--- src/rtl/run_timer_pkg.sv ---
`default_nettype none
// ----------------------------------------------------------------------------
// run_timer_pkg : state encoding, BCD width and seven-segment ROM
// Rev 1.0
// ----------------------------------------------------------------------------
package run_timer_pkg;

  typedef enum logic [0:0] {
    RUNNING   = 1'b0,
    DEAD_HOLD = 1'b1
  } state_t;

  localparam int         c_bcd_w = 4;
  localparam logic [7:0] c_blank = 8'hFF;

  // Active-low {Ca..Cg,Dp}; entry n is the glyph for digit n with Dp dark.
  localparam logic [9:0][7:0] c_seg_rom = {
    8'h09, 8'h01, 8'h1F, 8'h41, 8'h49,
    8'h99, 8'h0D, 8'h25, 8'h9F, 8'h03
  };

  function automatic logic [7:0] seg_decode(input logic [3:0] digit);
    if (digit <= 4'd9) return c_seg_rom[digit];
    return c_blank;
  endfunction

endpackage
`default_nettype wire

--- src/rtl/run_timer_scoreboard_ssd_scan_mux.sv ---
`default_nettype none
// ----------------------------------------------------------------------------
// ssd_scan_mux : multiplexed seven-segment scanner with registered An/cathodes
// Rev 1.0
// ----------------------------------------------------------------------------
module ssd_scan_mux
  import run_timer_pkg::*;
#(
  parameter int N_DIGITS  = 8,
  parameter int SCAN_BITS = 17
) (
  input  logic                          i_clk,
  input  logic                          i_rst,
  input  logic [N_DIGITS*c_bcd_w-1:0]   i_digits,
  input  logic [N_DIGITS-1:0]           i_dp_mask,
  input  logic [N_DIGITS-1:0]           i_blank_mask,
  output logic [N_DIGITS-1:0]           o_an,
  output logic [7:0]                    o_cath
);

  localparam int IDX_W = (N_DIGITS > 1) ? $clog2(N_DIGITS) : 1;

  logic [SCAN_BITS-1:0] r_scan;
  logic [N_DIGITS-1:0]  r_an;
  logic [7:0]           r_cath;
  logic [IDX_W-1:0]     w_idx;
  logic [c_bcd_w-1:0]   w_digit;
  logic [N_DIGITS-1:0]  w_an;
  logic [7:0]           w_seg;

  assign w_idx = r_scan[SCAN_BITS-1 -: IDX_W];

  always_comb begin
    w_digit = i_digits[w_idx*c_bcd_w +: c_bcd_w];
    w_an    = '1;
    w_an[w_idx] = 1'b0;
    // A blanked digit keeps its anode so the scan duty cycle stays even.
    if (i_blank_mask[w_idx]) w_seg = c_blank;
    else                     w_seg = seg_decode(w_digit) & ~{7'd0, i_dp_mask[w_idx]};
  end

  always_ff @(posedge i_clk or posedge i_rst) begin
    if (i_rst) begin
      r_scan <= '0;
      r_an   <= '1;
      r_cath <= c_blank;
    end else begin
      r_scan <= r_scan + 1'b1;
      r_an   <= w_an;
      r_cath <= w_seg;
    end
  end

  assign o_an   = r_an;
  assign o_cath = r_cath;

endmodule
`default_nettype wire

--- src/rtl/run_timer_scoreboard.sv ---
`default_nettype none
// ----------------------------------------------------------------------------
// run_timer_scoreboard : BCD run timer with best-time record and 8-digit SSD
// Rev 1.0
// ----------------------------------------------------------------------------
module run_timer_scoreboard
  import run_timer_pkg::*;
#(
  parameter int CLK_HZ     = 100000000,
  parameter int TICK_HZ    = 100,
  parameter int CUR_DIGITS = 4,
  parameter int HOLD_TICKS = 200,
  parameter int SCAN_BITS  = 17,
  parameter int BLINK_BIT  = 5
) (
  input  logic                          ClkPort,
  input  logic                          Reset,
  input  logic                          dead_in,
  input  logic                          pause,
  output logic [2*CUR_DIGITS-1:0]       An,
  output logic [7:0]                    SSD_CATHODES,
  output logic [c_bcd_w*CUR_DIGITS-1:0] cur_time,
  output logic [c_bcd_w*CUR_DIGITS-1:0] best_time,
  output logic                          new_record
);

  localparam int PRESCALE = CLK_HZ / TICK_HZ;
  localparam int PRE_W    = (PRESCALE > 1) ? $clog2(PRESCALE) : 1;
  localparam int HOLD_W   = ($clog2(HOLD_TICKS) > BLINK_BIT) ? $clog2(HOLD_TICKS) : BLINK_BIT + 1;
  localparam int TIME_W   = c_bcd_w * CUR_DIGITS;
  localparam logic [2*CUR_DIGITS-1:0] c_dp_mask =
    (2*CUR_DIGITS)'((1 << 2) | (1 << (CUR_DIGITS + 2)));

  logic              r_dead_s1, r_dead_s2, r_dead_s3;
  logic [PRE_W-1:0]  r_presc;
  state_t            r_state;
  logic [TIME_W-1:0] r_cur, r_best;
  logic [HOLD_W-1:0] r_hold;
  logic              r_rec_flag, r_new_record;

  logic              w_dead_pulse, w_frozen, w_tick, w_all9, w_carry, w_blink_off;
  logic [TIME_W-1:0] w_cur_inc;

  always_ff @(posedge ClkPort or posedge Reset) begin
    if (Reset) begin
      r_dead_s1 <= 1'b0;
      r_dead_s2 <= 1'b0;
      r_dead_s3 <= 1'b0;
    end else begin
      r_dead_s1 <= dead_in;
      r_dead_s2 <= r_dead_s1;
      r_dead_s3 <= r_dead_s2;
    end
  end

  assign w_dead_pulse = r_dead_s2 & ~r_dead_s3;
  assign w_frozen     = (r_state == RUNNING) && pause;
  assign w_tick       = (r_presc == PRE_W'(PRESCALE - 1)) && !w_frozen;

  always_ff @(posedge ClkPort or posedge Reset) begin
    if (Reset)          r_presc <= '0;
    else if (w_tick)    r_presc <= '0;
    else if (!w_frozen) r_presc <= r_presc + 1'b1;
  end

  // Ripple BCD increment; all-9s is detected separately so the count saturates.
  always_comb begin
    w_carry   = 1'b1;
    w_all9    = 1'b1;
    w_cur_inc = r_cur;
    for (int i = 0; i < CUR_DIGITS; i++) begin
      if (r_cur[i*c_bcd_w +: c_bcd_w] != 4'd9) w_all9 = 1'b0;
      if (w_carry) begin
        if (r_cur[i*c_bcd_w +: c_bcd_w] == 4'd9) begin
          w_cur_inc[i*c_bcd_w +: c_bcd_w] = '0;
        end else begin
          w_cur_inc[i*c_bcd_w +: c_bcd_w] = r_cur[i*c_bcd_w +: c_bcd_w] + 4'd1;
          w_carry = 1'b0;
        end
      end
    end
  end

  always_ff @(posedge ClkPort or posedge Reset) begin
    if (Reset) begin
      r_state      <= RUNNING;
      r_cur        <= '0;
      r_best       <= '0;
      r_hold       <= '0;
      r_rec_flag   <= 1'b0;
      r_new_record <= 1'b0;
    end else begin
      r_new_record <= 1'b0;
      case (r_state)
        RUNNING: begin
          // Death outranks a coincident tick so the compare sees the pre-tick time.
          if (w_dead_pulse) begin
            r_state <= DEAD_HOLD;
            r_hold  <= '0;
            if (r_cur > r_best) begin
              r_best       <= r_cur;
              r_new_record <= 1'b1;
              r_rec_flag   <= 1'b1;
            end else begin
              r_rec_flag   <= 1'b0;
            end
          end else if (w_tick && !w_all9) begin
            r_cur <= w_cur_inc;
          end
        end
        DEAD_HOLD: begin
          if (w_tick) begin
            if (r_hold == HOLD_W'(HOLD_TICKS - 1)) begin
              r_cur   <= '0;
              r_hold  <= '0;
              r_state <= RUNNING;
            end else begin
              r_hold  <= r_hold + 1'b1;
            end
          end
        end
        default: r_state <= RUNNING;
      endcase
    end
  end

  assign w_blink_off = (r_state == DEAD_HOLD) && r_rec_flag && r_hold[BLINK_BIT];

  ssd_scan_mux #(
    .N_DIGITS  (2*CUR_DIGITS),
    .SCAN_BITS (SCAN_BITS)
  ) u_scan (
    .i_clk        (ClkPort),
    .i_rst        (Reset),
    .i_digits     ({r_best, r_cur}),
    .i_dp_mask    (c_dp_mask),
    .i_blank_mask ({{CUR_DIGITS{w_blink_off}}, {CUR_DIGITS{1'b0}}}),
    .o_an         (An),
    .o_cath       (SSD_CATHODES)
  );

  assign cur_time   = r_cur;
  assign best_time  = r_best;
  assign new_record = r_new_record;

endmodule
`default_nettype wire

--- config.mk ---
export PLATFORM = sky130hd
export DESIGN_NAME = run_timer_scoreboard
export DESIGN_NICKNAME = d
export VERILOG_FILES = /design/src/rtl/run_timer_pkg.sv /design/src/rtl/run_timer_scoreboard_ssd_scan_mux.sv /design/src/rtl/run_timer_scoreboard.sv
export SDC_FILE = /design/constraint.sdc
export NUM_CORES = 1
export LEC_CHECK = 0
export BUFFER_PORTS_ARGS = -buffer_cell sky130_fd_sc_hd__buf_2
export CELL_PAD_IN_SITES_DETAIL_PLACEMENT = 0
export CELL_PAD_IN_SITES_GLOBAL_PLACEMENT = 1
export CORE_ASPECT_RATIO = 0.75
export CORE_UTILIZATION = 51
export CTS_BUF_LIST = sky130_fd_sc_hd__clkbuf_16
export CTS_CLUSTER_DIAMETER = 60
export DETAILED_ROUTE_END_ITERATION = 6
export PLACE_DENSITY_LB_ADDON = 0.25
export SETUP_SLACK_MARGIN = 0.3
export SYNTH_ARGS = -nofsm -noshare
export SYNTH_HDL_FRONTEND = slang
export SYNTH_SLANG_ARGS = --single-unit
export TNS_END_PERCENT = 1
--- constraint.sdc ---
create_clock -name ClkPort -period 5.4 [get_ports ClkPort]
set_clock_uncertainty 0.15 [all_clocks]
set_input_delay 0 -clock ClkPort [delete_from_list [all_inputs] [get_ports ClkPort]]
set_output_delay 0 -clock ClkPort [all_outputs]
set_load 0.02 [all_outputs]
==> results.yml, run 1 <==
setup_path:
  r2r_slack_ns: 2.45
  worst-setup-path-type: "reg2reg"
  capture_point_of_the_worst_reg_to_reg_path: "u_scan.o_cath[7]$_DFF_PP1_"
  cp.buffers_inverters: 1
  worst_setup_path_end_kind: "register"
  cp_data_arrival_time_ns: 3.06
  timing.critical_path.from_type: "register"
  critical_path_peak_fanout: 19
  worst_ep_required_time_ns: 5.50
  critical_path.slowest_cell: "dfrtp_1"
  r2r.worst_path.cells: 9
  timing.critical_path.cells: "mux4_2 -> nor2_1 -> o221ai_1 -> inv_1 -> ha_1 -> nor2_1 -> a211oi_1 -> o21a_1 -> o21ai_0"
  cpMostUsedCell: "nor2_1"
  path_delay_family: "flip-flops"
  slowest_delay_ns: 0.82
  worst_r2r_startpoint: "u_scan.r_scan[16]$_DFF_PP0_"
grt:
  grt_overflow_total: 0
  vias_in_the_first_global_route: 3746
  grt_start_max_net_pins: 60
  antenna_found_initial: 0
  grt_first_pass_wirelength_um: 19600
  track_usage_pct: 23.3
sta:
  worst_slew_pin_slew_ns: 0.987
  final_min_period_ns: 2.95
  fin_crit_sh_pct: 54.7
  timing.max_slew.rel_slack_pct: 34.2
  setup_violations_final: 0
  setup-tns-final_ns: 0
  final-max-slew-violation-count: 0
  rsz_0062_raised_after_global_routing: "no"
  max_freq_mhz: 339
  hold_violations: 0
pwr:
  netSwitchingFraction_pct: 24.3
  power.leakage_uw: 0.00280
  cellInternalPower_uw: 1150
  switching_power_uw: 370
  powerDensity_mw_per_mm2: 253
  share_clk_of_total_power_pct: 40.6
  power.share.combinational_pct: 5.8
  peakVddDrop_uv: 180
  seq_power_share_pct: 53.6
  total_power_uw: 1520
flow_run:
  timing.max_cap.violations: 0
finish:
  area_delta_synth_final_pct: 13.0
  antenna_cells: 0
  final_core_utilization_pct: 60.7
  nets: 593
  post_route_cells_drive_above_1_share_pct: 20.9
hold_path:
  worst_hold_path_type: "in2async"
synthesis:
  synthArstFlopShare_pct: 100
  synth.yosys.warnings: 0
  cell_types_with_the_highest_counts_after_synthesis: "83 x dfrtp_1, 43 x nand2_1, 37 x inv_1"
  synthesis.area_per_instance_um2: 10.5
  synth_ff_type: "dfrtp_1"
  yosysTopAreaCellShare_pct: 39.1
  mappedNetlistArea_mm2: 0.00531
  synth_sequential_area_ratio_pct: 47.0
  synth.most_common_cell: "dfrtp_1"
  netlist.top_cell.by_area: "dfrtp_1"
  synth-edff-count: 0
  synth.top_cells.by_area: "dfrtp_1 39%, dfstp_2 7.9%, ha_1 7.1%"
  synth_fp_nets: 538
  ys_ff_latch: 99
  syn_inst: 504
  synthDistinctLibCells: 68
placement:
  port-buffer-count: 52
  detailedPlacementHpwl_um: 8300
  gp_congestion: 0.844
clocking:
  post_cts.resized_instances: 0
  clk_latency_ns: 0.35
  cts_made_buffers: 9
  clock_tree_root_driver_cell: "clkbuf_16"
  numClockSinks: 99
  path_clk_slew_ns: 0.07
  clockBufferDepth: 2
  cts-htree-levels: 3
  tritoncts: "built"
routing:
  vias_per_cell: 5.74
  routed_wirelength_um: 11600
  ant_nets: 0
  drt_iter0_markers: 268
  vias: 3998
  drt-pass1-iter-count: 4
  post-route-drc-count: 0
  routed_wire_length_per_instance_um: 16.7
floorplanning:
  die_area_mm2: 0.0108
  initial_cell_density_of_the_core_pct: 53.7
  core_area_mm2: 0.00989
  placementRows: 31
  die-height_um: 90.4
  dieWidth_um: 120
  design.portCount: 53
status:
  run_status: "complete, no violations"
## worst reg2reg max path, stage by stage, from the launching register on
cell	delay, ns
dfrtp_1	0.82
mux4_2	0.59
nor2_1	0.12
o221ai_1	0.24
inv_1	0.18
ha_1	0.18
nor2_1	0.04
a211oi_1	0.17
o21a_1	0.24
o21ai_0	0.13
## per-stage QoR
step / hold slack, ns / instance area (um2) / instances / setup WS (ns)
after floorplan: -0.119 / 5310 / 504 / 2.69
final: 0.0783 / 6010 / 696 / 2.45
after CTS: 0.0919 / 6010 / 696 / 2.46
after global placement: -0.100 / 5690 / 677 / 2.59
after detailed placement: -0.0837 / 5690 / 677 / 2.51
after global routing: 0.128 / 6010 / 696 / 2.24
## kinds of logic (layout without fill, tap and decap cells)
kind of cell	Yosys count	in the layout	share of synthesized area [%]
and+or+nand+nor	171	171	18.2
muxes	30	30	6.43
DFF	99	99	47.0
buffers and inverters	49	109	3.70
adders and majority gates	30	30	7.06
AOI/OAI and AO/OA	92	92	12.2
xor gates and xnor gates	33	33	5.44
## cell type report
cell class | instances | area [um2]
multi-input combinational | 356 | 2620
tap | 132 | 165
inverter | 37 | 141
clock buffer | 10 | 250
clock inverter | 6 | 33.8
fill | 849 | 3880
sequential | 99 | 2500
timing repair buffer | 56 | 298
## routing by layer
metal	global-route usage, %	vias to the layer above	share of wire, %
li1	-	1926	-
met1	34.8	1949	49
met2	33.7	112	44
met3	5.11	11	6.1
met4	6.98	0	1.1
met5	0	-	0
## cells in the final DEF, fill, tap and decap left out, types with 3 or more instances in the layout
| cell | n |
|---|---|
| and4_1 | 3 |
| o31ai_1 | 11 |
| dfstp_2 | 16 |
| o211ai_1 | 4 |
| a221oi_1 | 3 |
| nand3b_1 | 4 |
| nor3_1 | 4 |
| a31oi_1 | 4 |
| dfrtp_1 | 83 |
| a22oi_1 | 3 |
| a21oi_1 | 13 |
| or4_1 | 3 |
| nor2_1 | 28 |
| buf_2 | 52 |
| inv_1 | 36 |
| xor2_1 | 7 |
| o21ai_0 | 22 |
| nor4_1 | 7 |
| mux2_2 | 13 |
| nor2b_1 | 9 |
| mux2i_1 | 12 |
| nand2_1 | 43 |
| and3_1 | 13 |
| nand3_1 | 20 |
| a211oi_1 | 3 |
| clkbuf_16 | 10 |
| ha_1 | 30 |
| o2bb2ai_1 | 3 |
| inv_4 | 5 |
| nor3b_1 | 3 |
| nand4_1 | 12 |
| a21o_1 | 6 |
| dlygate4sd3_1 | 3 |
| xnor2_1 | 26 |
## power groups by stage
stage	combinational (uW)	sequential [uW]	clock, uW
after floorplan	70.7	818	0
after global placement	85.9	825	0
after detailed placement	86.6	827	0
after CTS	88.4	814	633
after global routing	99.9	820	663
final	88.0	816	618
## sequential cells by signal, summed over array words and instances, names as in the netlist
name,flops
r_dead_s3,1
best_time,16
r_hold,8
r_dead_s2,1
r_presc,20
r_state,1
u_scan.r_scan,17
cur_time,16
u_scan.o_cath,8
r_rec_flag,1
new_record,1
u_scan.o_an,8
r_dead_s1,1
## worst max-delay path by stage
| stage | slack [ns] | from | cells after the start | to |
|---|---|---|---|---|
| floorplan | 2.69 | Reset | 1 | best_time[0]$_DFFE_PP0P_ |
| global placement | 2.59 | u_scan.r_scan[16]$_DFF_PP0_ | 9 | u_scan.o_cath[7]$_DFF_PP1_ |
| detailed placement | 2.51 | u_scan.r_scan[16]$_DFF_PP0_ | 9 | u_scan.o_cath[7]$_DFF_PP1_ |
| CTS | 2.46 | u_scan.r_scan[16]$_DFF_PP0_ | 9 | u_scan.o_cath[7]$_DFF_PP1_ |
| global route | 2.24 | u_scan.r_scan[16]$_DFF_PP0_ | 9 | u_scan.o_cath[7]$_DFF_PP1_ |
| finish | 2.45 | u_scan.r_scan[16]$_DFF_PP0_ | 9 | u_scan.o_cath[7]$_DFF_PP1_ |
## repair_timing
item	in CTS	in global routing
endpoints found under the hold margin	45	0
hold buffers	3	0
setup buffers	0	0
(Power assumes the default switching activity.)
==> run 2: changes to the inputs <==
--- a/config.mk
+++ b/config.mk
@@ -9,7 +9,7 @@
 export CELL_PAD_IN_SITES_DETAIL_PLACEMENT = 0
 export CELL_PAD_IN_SITES_GLOBAL_PLACEMENT = 1
 export CORE_ASPECT_RATIO = 0.75
-export CORE_UTILIZATION = 51
+export CORE_UTILIZATION = 47
 export CTS_BUF_LIST = sky130_fd_sc_hd__clkbuf_16
 export CTS_CLUSTER_DIAMETER = 60
 export DETAILED_ROUTE_END_ITERATION = 6
==> constraint.sdc (replaced) <==
create_clock -name ClkPort -period 2.8 [get_ports ClkPort]
set_clock_uncertainty 0.15 [all_clocks]
set_input_delay 0 -clock ClkPort [delete_from_list [all_inputs] [get_ports ClkPort]]
set_output_delay 0 -clock ClkPort [all_outputs]
set_load 0.02 [all_outputs]
==> results.yml, run 2 (synthesized netlist as in run 1, its figures left out) <==
finish:
  seq_area_mm2: 0.00250
  layout_commonest_cell: "dfrtp_1"
  post_route_cells_drive_above_1_share_pct: 27.4
  multi_input_combinational_cell_area_mm2: 0.00265
  area_delta_synth_final_pct: 19.7
  largest_reg_flops: 20
  largest_registers: "r_presc x20, u_scan.r_scan x17"
  antenna_cells: 0
  nets: 632
  layout.cells.most_common_list: "82 x dfrtp_1, 52 x buf_2, 42 x nand2_1"
  largest-register: "r_presc"
  fillerInstances: 938
grt:
  vias_in_the_first_global_route: 3886
  grt_first_pass_wirelength_um: 20500
  grt_overflow_total: 0
  track_usage_pct: 22.5
  antenna_found_initial: 0
  grt_start_max_net_pins: 46
sta:
  timing.max_slew.rel_slack_pct: 49.5
  rsz_0062_raised_after_global_routing: "yes"
  setup-tns-final_ns: 0
  max_freq_mhz: 409
  fin_crit_sh_pct: 87.3
  final_min_period_ns: 2.45
  setup_violations_final: 0
  hold_violations: 0
  finalHoldWorstSlack_ns: 0.122
  final-max-slew-violation-count: 0
  worst_slew_pin_slew_ns: 0.751
routing:
  routed_wirelength_um: 12400
  routed_wire_length_per_instance_um: 16.7
  drt_iter0_markers: 271
  vias: 4126
  drt-pass1-iter-count: 7
  ant_nets: 0
  vias_per_cell: 5.55
  post-route-drc-count: 10
status:
  failed_checks: "design-rule violations"
  run_status: "finished with violations"
clocking:
  clock_tree_root_driver_cell: "clkbuf_16"
  tritoncts: "built"
  clk_latency_ns: 0.35
  clockBufferDepth: 2
  cts-htree-levels: 3
  numClockSinks: 99
  cts_made_buffers: 9
  path_clk_slew_ns: 0.07
setup_path:
  timing.critical_path.from_type: "register"
  worst-setup-path-type: "reg2reg"
  worst_setup_path_end_kind: "register"
  cp_data_arrival_time_ns: 2.55
  critical_path.slowest_cell: "dfrtp_2"
  critical_path_peak_fanout: 7
  worst_ep_required_time_ns: 2.90
  slowest_delay_ns: 0.45
  timing.critical_path.cells: "mux2_2 -> a221oi_1 -> o22a_2 -> ha_1 -> nor2_1 -> a211oi_1 -> o21a_2 -> o21ai_0"
placement:
  detailedPlacementHpwl_um: 9180
  gp_congestion: 0.857
  port-buffer-count: 52
pwr:
  share_clk_of_total_power_pct: 40.6
  switching_power_uw: 722
  power.leakage_uw: 0.00302
  seq_power_share_pct: 53.4
  powerDensity_mw_per_mm2: 462
  netSwitchingFraction_pct: 24.6
  power.share.combinational_pct: 6.0
  peakVddDrop_uv: 338
  cellInternalPower_uw: 2220
floorplanning:
  design.portCount: 53
  placementRows: 33
  dieWidth_um: 125
  initial_cell_density_of_the_core_pct: 48.4
  core_area_mm2: 0.0110
  die_area_mm2: 0.0117
  die-height_um: 94.1
hold_path:
  worst_hold_path_type: "in2async"
flow_run:
  timing.max_cap.violations: 0
## run 2: changes by cell type in the layout (fill, tap and decap cells not counted), sizes merged
cell      delta
buf         +38
inv          -1
clkbuf       +1
clkinvlp     +1
## run 2: routing by layer
layer / track usage (%) / share of wire (%)
met1: 33.0 / 52
met2: 33.9 / 43
met3: 5.07 / 4.9
met4: 4.63 / 1.0
met5: 0 / 0
## run 2: final timing paths
kind	from	endpoint	slack, ns	cells after the start
hold reg to reg	r_dead_s1$_DFF_PP0_	r_dead_s2$_DFF_PP0_	0.23	0
hold / removal	Reset	u_scan.r_scan[8]$_DFF_PP0_	0.12	3
min in group ClkPort	dead_in	r_dead_s1$_DFF_PP0_	0.15	2
setup reg to reg	u_scan.r_scan[15]$_DFF_PP0_	u_scan.o_cath[6]$_DFF_PP1_	0.35	8
setup / recovery	u_scan.r_scan[15]$_DFF_PP0_	u_scan.o_cath[6]$_DFF_PP1_	0.35	8
max in group asynchronous	Reset	r_hold[1]$_DFFE_PP0P_	1.63	4
## run 2: worst max-delay path, delay by kind of cell (launching register included)
family	cells	cell delay [ns]
simple gates	1	0.05
flops	1	0.45
mux	1	0.39
fa+ha+maj	1	0.19
compound gates	5	1.11
## run 2: through the flow
step	std cells	total power [uW]	cell area [um2]	worst slack, ns	utilization (%)
after global routing	743	3060	6360	0.203	57.9
final	743	2940	6360	0.354	57.9
after global placement	717	1760	5960	0.0957	54.2
after detailed placement	717	1770	5960	0.0776	54.2
after CTS	739	2970	6300	0.180	57.4
after floorplan	504	1710	5320	0.320	-
## run 2: area by class of cell
class / count / share of cell area [%]
clock buffers: 10 / 3.93
clock inverters: 6 / 0.472
inverters: 37 / 2.24
multi-input cells: 356 / 41.7
flip-flops and latches: 99 / 39.3
well taps: 140 / 2.75
repair buffers: 95 / 9.64
## run 2: what timing repair did
item,in CTS,in global routing
hold buffers,3,0
setup endpoints to repair,24,23
setup buffers,3,4
pin swaps,1,1
hold endpoints to repair,32,0
gates resized for setup,1,8
## run 2: power by group through the flow
stage,sequential (uW),combinational [uW],clock [uW]
after floorplan,1580,137,0
after global placement,1590,169,0
after detailed placement,1590,175,0
after CTS,1570,180,1220
after global routing,1580,205,1270
final,1570,176,1200
==> run 3: changes to the inputs <==
--- a/config.mk
+++ b/config.mk
@@ -11,9 +11,9 @@
 export CORE_ASPECT_RATIO = 0.75
 export CORE_UTILIZATION = 47
 export CTS_BUF_LIST = sky130_fd_sc_hd__clkbuf_16
-export CTS_CLUSTER_DIAMETER = 60
 export DETAILED_ROUTE_END_ITERATION = 6
 export PLACE_DENSITY_LB_ADDON = 0.25
+export REMOVE_ABC_BUFFERS = 1
 export SETUP_SLACK_MARGIN = 0.3
 export SYNTH_ARGS = -nofsm -noshare
 export SYNTH_HDL_FRONTEND = slang
==> results.yml, run 3 (synthesized netlist as in run 1, its figures left out) <==
status:
  run_status: "finished with violations"
  failed_checks: "design-rule violations"
sta:
  rsz_0062_raised_after_global_routing: "yes"
  hold_violations: 0
  worst_slew_pin_slew_ns: 0.838
  setup-tns-final_ns: 0
  final-max-slew-violation-count: 0
  timing.max_slew.rel_slack_pct: 43.6
  fin_crit_sh_pct: 90.0
  max_freq_mhz: 397
  setup_violations_final: 0
  final_min_period_ns: 2.52
routing:
  drt_iter0_markers: 289
  ant_nets: 0
  vias: 4130
  drt-pass1-iter-count: 7
  routed_wirelength_um: 12300
  routed_wire_length_per_instance_um: 16.6
  vias_per_cell: 5.57
  post-route-drc-count: 8
grt:
  antenna_found_initial: 0
  grt.met3_usage_pct: 4.84
  gr-usage-met2_pct: 32.3
  grt_first_pass_wirelength_um: 20500
  grt_start_max_net_pins: 42
  track_usage_pct: 22.5
  use_met1_pct: 33.6
  vias_in_the_first_global_route: 3886
  grt_overflow_total: 0
  grt_most_used_layer: "met1"
finish:
  largest_reg_flops: 20
  largest-register: "r_presc"
  antenna_cells: 0
  largest_registers: "r_presc x20, u_scan.r_scan x17"
  postLayoutCellArea_mm2: 0.00639
  post_route_cells_drive_above_1_share_pct: 28.0
  final_core_utilization_pct: 58.2
  nets: 630
  layout_commonest_cell: "dfrtp_1"
  finalNonFillerCells: 741
  area_delta_synth_final_pct: 20.2
  layout.cells.most_common_list: "76 x dfrtp_1, 52 x buf_2, 42 x nand2_1"
clocking:
  clk_latency_ns: 0.35
  clockBufferDepth: 2
  clock_tree_root_driver_cell: "clkbuf_16"
  tritoncts: "built"
  cts_made_buffers: 9
  numClockSinks: 99
  path_clk_slew_ns: 0.07
  cts-htree-levels: 3
setup_path:
  critical_path.slowest_cell: "dfrtp_1"
  timing.critical_path.from_type: "register"
  worst_setup_path_end_kind: "register"
  capture_point_of_the_worst_reg_to_reg_path: "u_scan.o_cath[4]$_DFF_PP1_"
  worst-setup-path-type: "reg2reg"
  critical_path_peak_fanout: 7
  cp.buffers_inverters: 0
  worst_ep_required_time_ns: 2.90
  cp_data_arrival_time_ns: 2.62
  path_delay_family: "compound AO/OA/AOI/OAI gates"
  worst_r2r_startpoint: "u_scan.r_scan[15]$_DFF_PP0_"
  r2r_slack_ns: 0.28
  slowest_delay_ns: 0.41
  timing.critical_path.cells: "mux2_2 -> a221oi_1 -> o22a_1 -> ha_1 -> nor2_1 -> a211oi_1 -> o21a_2 -> o21ai_0"
  r2r.worst_path.cells: 8
floorplanning:
  placementRows: 33
  initial_cell_density_of_the_core_pct: 48.4
  design.portCount: 53
  dieWidth_um: 125
  core_area_mm2: 0.0110
  die_area_mm2: 0.0117
  die-height_um: 94.1
hold_path:
  worst_hold_path_type: "in2async"
placement:
  cell_count_after_placement: 709
  placed_area_mm2: 0.00591
  gp_congestion: 0.833
  detailedPlacementHpwl_um: 8960
  port-buffer-count: 52
flow_run:
  timing.max_cap.violations: 0
pwr:
  power.leakage_uw: 0.00300
  peakVddDrop_uv: 360
  powerDensity_mw_per_mm2: 480
[run 3: worst register-to-register path, stage by stage (launching register included)]
cell and delay (ns):
dfrtp_1 0.41, mux2_2 0.35, a221oi_1 0.38, o22a_1 0.31, ha_1 0.24, nor2_1 0.07
a211oi_1 0.19, o21a_2 0.21, o21ai_0 0.12
[run 3: cell type report]
type                    count  area, um2
flip-flops and latches     99       2510
well taps                 140        175
fillers                   919       4600
repair buffers             93        601
inverters                  37        141
clock buffers               9        225
clock inverters             7       92.6
multi-input cells         356       2650
[run 3: repair_timing]
action | CTS | global route
endpoints found under the setup margin | 11 | 20
buffers inserted | 0 | 13
hold buffers | 3 | 0
pin swaps | 0 | 4
resized for setup | 4 | 9
hold endpoints to repair | 44 | 0
[run 3: routing by layer]
metal	share of wire, %	wire [um]
met1	52	6360
met2	42	5220
met3	5.0	612
met4	1.1	133
met5	0	0
[run 3: worst max path at each step]
stage                                      from                         end  depth (start not counted)
floorplan                                 Reset    best_time[0]$_DFFE_PP0P_                          1
global placement       cur_time[11]$_DFFE_PP0P_    best_time[1]$_DFFE_PP0P_                          7
detailed placement     cur_time[11]$_DFFE_PP0P_    best_time[1]$_DFFE_PP0P_                          7
CTS                    cur_time[13]$_DFFE_PP0P_    best_time[1]$_DFFE_PP0P_                          7
global route          best_time[10]$_DFFE_PP0P_    best_time[0]$_DFFE_PP0P_                          8
finish              u_scan.r_scan[15]$_DFF_PP0_  u_scan.o_cath[4]$_DFF_PP1_                          8
[run 3: report_power, final]
| group | switching (uW) | internal (uW) |
|---|---|---|
| Combinational | 97.6 | 74.9 |
| Clock | 543 | 780 |
| Sequential | 74.3 | 1490 |
| Total | 715 | 2350 |
[run 3: stage by stage]
step / setup WS, ns / hold WS (ns) / total power (uW)
global placement: 0.315 / -0.0581 / 1760
floorplan: 0.0861 / -0.119 / 1710
global route: 0.256 / 0.151 / 3180
detailed placement: 0.165 / -0.0499 / 1760
CTS: 0.300 / 0.130 / 3100
finish: 0.281 / 0.114 / 3060
